### config.mk
export PLATFORM = sky130hd
export DESIGN_NAME = cond_exec_unit
export DESIGN_NICKNAME = d
export VERILOG_FILES = /design/src/rtl/cond_pkg.sv /design/src/rtl/cond_check.sv /design/src/rtl/cond_exec_unit.sv
export SDC_FILE = /design/constraint.sdc
export NUM_CORES = 1
export LEC_CHECK = 0
export BUFFER_PORTS_ARGS = -buffer_cell sky130_fd_sc_hd__buf_2
export CAP_MARGIN = 20
export CORE_AREA = 2 2 39 41
export DETAILED_ROUTE_END_ITERATION = 6
export DIE_AREA = 0 0 41 43
export GPL_ROUTABILITY_DRIVEN = 1
export PLACE_DENSITY = 0.75
export RECOVER_POWER = 50
export SYNTH_ARGS = -nofsm -noshare
export SYNTH_HDL_FRONTEND = slang
export SYNTH_HIERARCHICAL = 1
export SYNTH_SLANG_ARGS = --single-unit
### constraint.sdc
create_clock -name clk -period 4 [get_ports clk]
set_clock_uncertainty 0.05 [all_clocks]
set_input_delay 0.4 -clock clk [delete_from_list [all_inputs] [get_ports clk]]
set_output_delay 0.4 -clock clk [all_outputs]
set_load 0.01 [all_outputs]
### src/rtl/cond_pkg.sv
// rtl/cond_pkg.sv - condition codes, flag indices and flag-write bit positions
package cond_pkg;

    typedef enum logic [3:0] {
        COND_EQ = 4'h0,
        COND_NE = 4'h1,
        COND_CS = 4'h2,
        COND_CC = 4'h3,
        COND_MI = 4'h4,
        COND_PL = 4'h5,
        COND_VS = 4'h6,
        COND_VC = 4'h7,
        COND_HI = 4'h8,
        COND_LS = 4'h9,
        COND_GE = 4'hA,
        COND_LT = 4'hB,
        COND_GT = 4'hC,
        COND_LE = 4'hD,
        COND_AL = 4'hE,
        COND_NV = 4'hF
    } cond_t;

    localparam int FLAG_N = 3;
    localparam int FLAG_Z = 2;
    localparam int FLAG_C = 1;
    localparam int FLAG_V = 0;

    localparam int FLAGWR_NZ = 1;
    localparam int FLAGWR_CV = 0;

endpackage

### src/rtl/cond_check.sv
// rtl/cond_check.sv - combinational condition-field evaluation against NZCV flags
module cond_check
    import cond_pkg::*;
(
    input  logic [3:0] cond_i,
    input  logic [3:0] flags_i,
    output logic       cond_ex_o
);

    logic n, z, c, v;

    assign n = flags_i[FLAG_N];
    assign z = flags_i[FLAG_Z];
    assign c = flags_i[FLAG_C];
    assign v = flags_i[FLAG_V];

    always_comb begin
        cond_ex_o = 1'b0;
        case (cond_t'(cond_i))
            COND_EQ: cond_ex_o = z;
            COND_NE: cond_ex_o = ~z;
            COND_CS: cond_ex_o = c;
            COND_CC: cond_ex_o = ~c;
            COND_MI: cond_ex_o = n;
            COND_PL: cond_ex_o = ~n;
            COND_VS: cond_ex_o = v;
            COND_VC: cond_ex_o = ~v;
            COND_HI: cond_ex_o = c & ~z;
            COND_LS: cond_ex_o = ~c | z;
            COND_GE: cond_ex_o = (n == v);
            COND_LT: cond_ex_o = (n != v);
            COND_GT: cond_ex_o = ~z & (n == v);
            COND_LE: cond_ex_o = z | (n != v);
            COND_AL: cond_ex_o = 1'b1;
            COND_NV: cond_ex_o = 1'b0;
            default: cond_ex_o = 1'b0;
        endcase
    end

endmodule

### src/rtl/cond_exec_unit.sv
// rtl/cond_exec_unit.sv - execute-stage flags register, condition gating and wrong-path squash
module cond_exec_unit
    import cond_pkg::*;
#(
    parameter int KILL_SLOTS = 4
) (
    input  logic       clk,
    input  logic       reset,
    input  logic       start,
    input  logic [3:0] ALUFlagsE,
    input  logic [3:0] CondE,
    input  logic [1:0] FlagWriteE,
    input  logic       PCSrcE,
    input  logic       BranchE,
    input  logic       RegWriteE,
    input  logic       MemWriteE,
    output logic       PCSrcEX,
    output logic       RegWriteEX,
    output logic       MemWriteEX,
    output logic       CondExE,
    output logic       KillE,
    output logic [3:0] FlagsQ
);

    localparam int CNT_W = $clog2(KILL_SLOTS + 1);
    localparam logic [CNT_W-1:0] KILL_LOAD = CNT_W'(KILL_SLOTS);

    logic [3:0]       flags_q, flags_d;
    logic [CNT_W-1:0] kill_cnt_q, kill_cnt_d;
    logic             live;

    cond_check u_cond_check (
        .cond_i    (CondE),
        .flags_i   (flags_q),
        .cond_ex_o (CondExE)
    );

    // reset is folded in so nothing leaks into EX/MEM while the unit is held in reset
    assign KillE      = (kill_cnt_q != '0);
    assign live       = CondExE & ~KillE & start & reset;
    assign PCSrcEX    = (PCSrcE | BranchE) & live;
    assign RegWriteEX = RegWriteE & live;
    assign MemWriteEX = MemWriteE & live;
    assign FlagsQ     = flags_q;

    always_comb begin
        flags_d = flags_q;
        if (live && FlagWriteE[FLAGWR_NZ]) begin
            flags_d[FLAG_N] = ALUFlagsE[FLAG_N];
            flags_d[FLAG_Z] = ALUFlagsE[FLAG_Z];
        end
        if (live && FlagWriteE[FLAGWR_CV]) begin
            flags_d[FLAG_C] = ALUFlagsE[FLAG_C];
            flags_d[FLAG_V] = ALUFlagsE[FLAG_V];
        end
    end

    // a redirect is gated by live, so the counter is never reloaded mid-squash
    always_comb begin
        kill_cnt_d = kill_cnt_q;
        if (start) begin
            if (PCSrcEX)
                kill_cnt_d = KILL_LOAD;
            else if (kill_cnt_q != '0)
                kill_cnt_d = kill_cnt_q - 1'b1;
        end
    end

    always_ff @(posedge clk or negedge reset) begin
        if (!reset) begin
            flags_q    <= 4'b0000;
            kill_cnt_q <= '0;
        end else begin
            flags_q    <= flags_d;
            kill_cnt_q <= kill_cnt_d;
        end
    end

endmodule

==> flow_metrics.tcl, run 1 <==
set metrics [dict create \
    cts-root-buf "clkbuf_4" \
    p_comb_share_pct 51.1 \
    drcViolationCount 0 \
    clk_latency_ps 250 \
    grt_start_max_net_pins 11 \
    ctsResizeCount 0 \
    fin_util_pct 53.0 \
    grt_pass1_vias 453 \
    gp_congestion 0.750 \
    die_y_um 43 \
    yosys_warnings 6 \
    p_clk_share_pct 15.9 \
    fp.coreArea_mm2 0.00138 \
    slowest_delay_ps 410 \
    cts_buffers 3 \
    r2r-end "FlagsQ[0]$_DFFE_PN0P_" \
    firstDrtPassIters 4 \
    syn-num-nets 81 \
    vias 546 \
    max_freq_mhz 347 \
    worstPathCellList "xor2_1 -> xor2_1 -> a2111oi_1 -> a311oi_1 -> o22ai_1 -> nand3_1 -> or2_2 -> nor2_1 -> buf_2" \
    num-nets-final 109 \
    die_w_um 41 \
    hold_viol_final 0 \
    slowest_stage "dfrtp_1" \
    pwr_density_cell_mw_per_mm2 553 \
    crit_type "reg2out" \
    reg2reg_depth 8 \
    worst_pin_slew_ps 501 \
    worstHoldPathType "in2reg" \
    layout_commonest_cell "buf_2" \
    htreeDepth 1 \
    fin_setup_tns_ps 0 \
    r2r_setup_slack_ps 1520 \
    worst_ep_arrival_time_ps 2430 \
    p_leak_nw 0.373 \
    status "finished clean" \
    routed_wl_um 1150 \
    dpl_worst_slack_ps 1390 \
    critPathRequiredTime_ps 3550 \
    routed_via_density 5.20 \
    grt_pass1_wl_um 1770 \
    postRouteAntennaNets 0 \
    drt_iter0_markers 8 \
    rsz0062_at_grt "false" \
    cts_sinks 7 \
    grt_use_total_pct 14.6 \
    start_util_pct 42.0 \
    slew_viol_final 0 \
    die_area_mm2 0.00176 \
    holdPathEnd "FlagsQ[2]$_DFFE_PN0P_" \
    cts_tree "done" \
    rows 14 \
    insertedDiodeCount 0 \
    period_share_pct 72.0 \
    hold_depth 2 \
    holdCritStartpoint "ALUFlagsE[2]" \
    drive_gt1_share_pct 36.0 \
    postSynthAreaPerCell_um2 9.36 \
    maxSlewHeadroom_pct 66.6 \
    power_mw 0.405 \
    switchingPower_mw 0.168 \
    path_clk_slew_ps 50 \
    setup_slack_ps 1120 \
    intPower_mw 0.237 \
    gr-total-overflow 0 \
    netlist_area_um2 581 \
    synthDistinctLibCells 33 \
    startpoint_type "register" \
    finalSetupViolCount 0 \
    port_buffers 25 \
    ios 26 \
    crit_top_cell "xor2_1" \
    syn_inst 62 \
    min_period_ps 2880 \
    avgRoutedWirePerCell_um 11.0 \
    synth-seq-area-share_pct 30.2 \
    antenna_found_initial 0 \
    drv_cap 0 \
    dp_hpwl_um 931 \
    synth_seq_cells 7 \
    swShare_pct 41.5 \
    r2r_start "FlagsQ[3]$_DFFE_PN0P_" \
    irDropWorstVdd_uv 283 \
    crit_path_end_kind "output pin" \
    cts_buffer_depth 2 \
    postCtsSetupBuffers 0 \
    cp_max_fo 4 \
    final_cell_mix "buf_2, dfrtp_1, nor2_1, clkbuf_1, nand2_1" \
    area_growth_pct 26.3 \
    pwr-share-seq_pct 33.0 \
]
==> power groups by stage <==
stage,registers [mW],clock network [mW],logic [mW]
2_1_floorplan,0.137,0,0.159
3_5_place_dp,0.135,0,0.213
5_1_grt,0.140,0.0704,0.233
3_3_place_gp,0.133,0,0.208
6_report,0.134,0.0643,0.207
4_1_cts,0.134,0.0671,0.215
==> through the flow <==
stage / area [µm²] / cells / hold WS (ps)
after CTS: 739 / 105 / 323
final: 733 / 105 / 331
after global placement: 703 / 100 / 206
after detailed placement: 703 / 100 / 213
after global routing: 733 / 105 / 333
after floorplan: 581 / 62 / 54.4
==> flip-flops by register name (all words and copies together) (netlist names) <==
register    cells
FlagsQ          4
kill_cnt_q      3
==> final cells by class <==
class	instances	area, µm²
inverter	3	11.3
tap	16	20.0
sequential	7	175
timing repair buffer	26	129
clock buffer	4	26.3
fill	132	651
multi-input combinational	49	372
==> synthesized netlist by cell type <==
| cell | n | area share [%] |
|---|---|---|
| o22a_1 | 1 | 1.5 |
| nor2_1 | 6 | 3.9 |
| o211ai_1 | 1 | 1.3 |
| mux2i_1 | 2 | 3.4 |
| nand2b_1 | 1 | 1.1 |
| o2bb2ai_1 | 1 | 1.5 |
| and2_1 | 2 | 2.2 |
| buf_6 | 1 | 1.9 |
| a21boi_0 | 1 | 1.3 |
| nor4b_1 | 1 | 1.5 |
| mux2_2 | 4 | 7.8 |
| ha_1 | 2 | 4.3 |
| nor2b_1 | 1 | 1.1 |
| o211a_1 | 1 | 1.7 |
| dfrtp_1 | 7 | 30 |
| o22ai_1 | 1 | 1.1 |
| buf_4 | 1 | 1.3 |
| nand2_1 | 5 | 3.2 |
| xnor2_1 | 1 | 1.5 |
| a2111oi_1 | 1 | 1.7 |
| nor3_4 | 2 | 5.6 |
| inv_1 | 3 | 1.9 |
| nand3_1 | 1 | 0.86 |
| o21ai_0 | 2 | 1.7 |
| xor2_1 | 3 | 4.5 |
| nor3_1 | 1 | 0.86 |
| nand2b_4 | 1 | 2.4 |
| a211oi_1 | 1 | 1.3 |
| or2_2 | 1 | 1.1 |
| a311oi_1 | 1 | 1.5 |
| clkbuf_1 | 1 | 0.65 |
| o21ai_2 | 1 | 1.5 |
| a21oi_1 | 3 | 2.6 |
==> layer usage <==
metal | routed length, µm | track usage [%] | share of wire (%) | vias up
li1 | - | - | - | 278
met1 | 523 | 19.0 | 45 | 245
met2 | 538 | 22.5 | 47 | 21
met3 | 74 | 1.57 | 6.4 | 2
met4 | 14 | 8.00 | 1.2 | 0
met5 | 0 | 0 | 0 | -
==> logic make-up (layout without fill, tap and decap cells) <==
logic type               count (synthesis)  in the layout  share of synthesized area [%]
AO/OA/AOI/OAI                           15             15                           18.8
XOR/XNOR                                 4              4                           6.04
adder cells (fa/ha/maj)                  2              2                           4.31
buffers and inverters                    6             33                           5.82
flip-flops                               7              7                           30.2
multiplexers                             6              6                           11.2
AND/OR/NAND/NOR                         22             22                           23.7
==> worst max-delay path by stage <==
stage | startpoint | end | slack, ps
2_1_floorplan | FlagsQ[3]$_DFFE_PN0P_ | PCSrcEX | 1400
3_5_place_dp | FlagsQ[3]$_DFFE_PN0P_ | PCSrcEX | 1390
6_report | FlagsQ[3]$_DFFE_PN0P_ | PCSrcEX | 1120
5_1_grt | FlagsQ[3]$_DFFE_PN0P_ | PCSrcEX | 830
3_3_place_gp | FlagsQ[3]$_DFFE_PN0P_ | PCSrcEX | 1440
4_1_cts | FlagsQ[3]$_DFFE_PN0P_ | PCSrcEX | 1110
==> critical path: cells and delay by family, from the launching register on <==
kind | cells | cell delay (ps)
compound gates | 3 | 730
simple gates | 3 | 520
flops | 1 | 410
xor+xnor | 2 | 380
buf+inv | 1 | 130
==> what timing repair did <==
action,in CTS,in global routing
setup endpoints to repair,0,0
hold buffers,1,0
endpoints found under the hold margin,7,0
No activity file was read; power rests on OpenSTA's default activity.
==> run 2: changes to the inputs <==
--- a/config.mk
+++ b/config.mk
@@ -7,9 +7,9 @@
 export LEC_CHECK = 0
 export BUFFER_PORTS_ARGS = -buffer_cell sky130_fd_sc_hd__buf_2
 export CAP_MARGIN = 20
-export CORE_AREA = 2 2 39 41
+export CORE_MARGIN = 2
+export CORE_UTILIZATION = 44
 export DETAILED_ROUTE_END_ITERATION = 6
-export DIE_AREA = 0 0 41 43
 export GPL_ROUTABILITY_DRIVEN = 1
 export PLACE_DENSITY = 0.75
 export RECOVER_POWER = 50
==> constraint.sdc (replaced) <==
create_clock -name clk -period 2.8 [get_ports clk]
set_clock_uncertainty 0.05 [all_clocks]
set_input_delay 0.28 -clock clk [delete_from_list [all_inputs] [get_ports clk]]
set_output_delay 0.28 -clock clk [all_outputs]
set_load 0.01 [all_outputs]
==> flow_metrics.tcl, run 2 (synthesis gave the netlist of run 1 again) <==
set metrics [dict create \
    firstDrtPassIters 3 \
    max_freq_mhz 382 \
    hold_viol_final 0 \
    antenna_found_initial 0 \
    fin_util_pct 59.7 \
    final_cell_mix "buf_2, dfrtp_1, nor2_1" \
    die_y_um 40.3 \
    worstHoldPathType "in2reg" \
    postCtsSetupBuffers 0 \
    path_clk_slew_ps 50 \
    area_growth_pct 30.4 \
    hold_depth 2 \
    fin_cells 104 \
    crit_type "reg2out" \
    holdCritStartpoint "ALUFlagsE[0]" \
    postRouteAntennaNets 0 \
    vias 542 \
    worstSetupStartpoint "FlagsQ[3]$_DFFE_PN0P_" \
    gr-total-overflow 0 \
    maxSlewHeadroom_pct 78.6 \
    port_buffers 25 \
    r2r_start "FlagsQ[3]$_DFFE_PN0P_" \
    pwr_density_cell_mw_per_mm2 793 \
    irDropWorstVdd_uv 444 \
    drcViolationCount 0 \
    cp_max_fo 4 \
    start_util_pct 45.8 \
    grt_pass1_vias 410 \
    status "finished clean" \
    die_area_mm2 0.00163 \
    htreeDepth 1 \
    cts_tree "done" \
    insertedDiodeCount 0 \
    cts_sinks 7 \
    min_period_ps 2620 \
    crit_path_end_kind "output pin" \
    grt_pass1_wl_um 1690 \
    drt_iter0_markers 13 \
    fin_setup_tns_ps 0 \
    largest_reg_flops 4 \
    cts_buffer_depth 2 \
    layout_commonest_cell "buf_2" \
    grt_use_total_pct 15.8 \
    avgRoutedWirePerCell_um 11.4 \
    reg2reg_depth 8 \
    gp_congestion 0.732 \
    power_mw 0.600 \
    routed_via_density 5.21 \
    num-nets-final 109 \
    place_area_um2 702 \
    p_leak_nw 0.395 \
    slew_viol_final 0 \
    die_w_um 40.3 \
    worst_ep_arrival_time_ps 2290 \
    dp_cells 99 \
    ios 26 \
    period_share_pct 93.5 \
    critPathRequiredTime_ps 2470 \
    grt_start_max_net_pins 11 \
    cts-root-buf "clkbuf_4" \
    finalSetupViolCount 0 \
    worst_pin_slew_ps 317 \
    design_area_um2 757 \
    routed_wl_um 1190 \
    rows 13 \
    fp.coreArea_mm2 0.00127 \
    startpoint_type "register" \
    cts_buffers 3 \
    drive_gt1_share_pct 44.9 \
    drv_cap 0 \
    clk_latency_ps 240 \
]
run 2: timing repair:
action / in CTS / in global routing
hold endpoints to repair: 7 / 0
hold buffers: 1 / 0
gates resized for setup: 0 / 3
endpoints found under the setup margin: 0 / 3
run 2: final timing paths:
path                                        endpoint  slack [ps]
setup / recovery                             PCSrcEX         180
hold / removal                 FlagsQ[0]$_DFFE_PN0P_         220
hold reg to reg            kill_cnt_q[1]$_DFFE_PN0P_         450
setup reg to reg               FlagsQ[1]$_DFFE_PN0P_         470
max in group asynchronous  kill_cnt_q[2]$_DFFE_PN0P_        2160
min in group asynchronous      FlagsQ[1]$_DFFE_PN0P_         370
run 2: report_power, final:
group          internal (mW)  switching [mW]  leakage [nW]
clock network         0.0544          0.0369        0.0150
logic                  0.149           0.167         0.291
registers              0.147          0.0458        0.0882
total                  0.350           0.250         0.395
run 2: routing by layer:
layer / up-vias / wire length [µm] / track usage [%]
met4: 0 / 12 / 10.0
met2: 11 / 593 / 25.0
li1: 277 / - / -
met1: 252 / 520 / 20.4
met3: 2 / 61 / 1.67
met5: - / 0 / 0
run 2: cell type report:
type / count / area, µm²
Timing Repair Buffer: 26 / 135
Sequential cell: 7 / 175
Multi-Input combinational cell: 49 / 390
Fill cell: 120 / 512
Inverter: 3 / 11.3
Clock buffer: 4 / 26.3
Tap cell: 15 / 18.8
run 2: through the flow:
stage               setup WS [ps]  hold WS (ps)
finish                        182           217
global route                -14.1           209
detailed placement            303          93.3
CTS                          25.6           211
global placement              414          90.5
floorplan                     322         -65.6
run 2: worst max-delay path, cell delays in order, from the launching register on:
cell       delay, ps
dfrtp_1          420
xor2_2           210
xor2_1           160
a2111oi_2        350
a311oi_1         100
o22ai_2          170
nand3_1          110
or2_2            310
nor2_1            80
buf_2            130
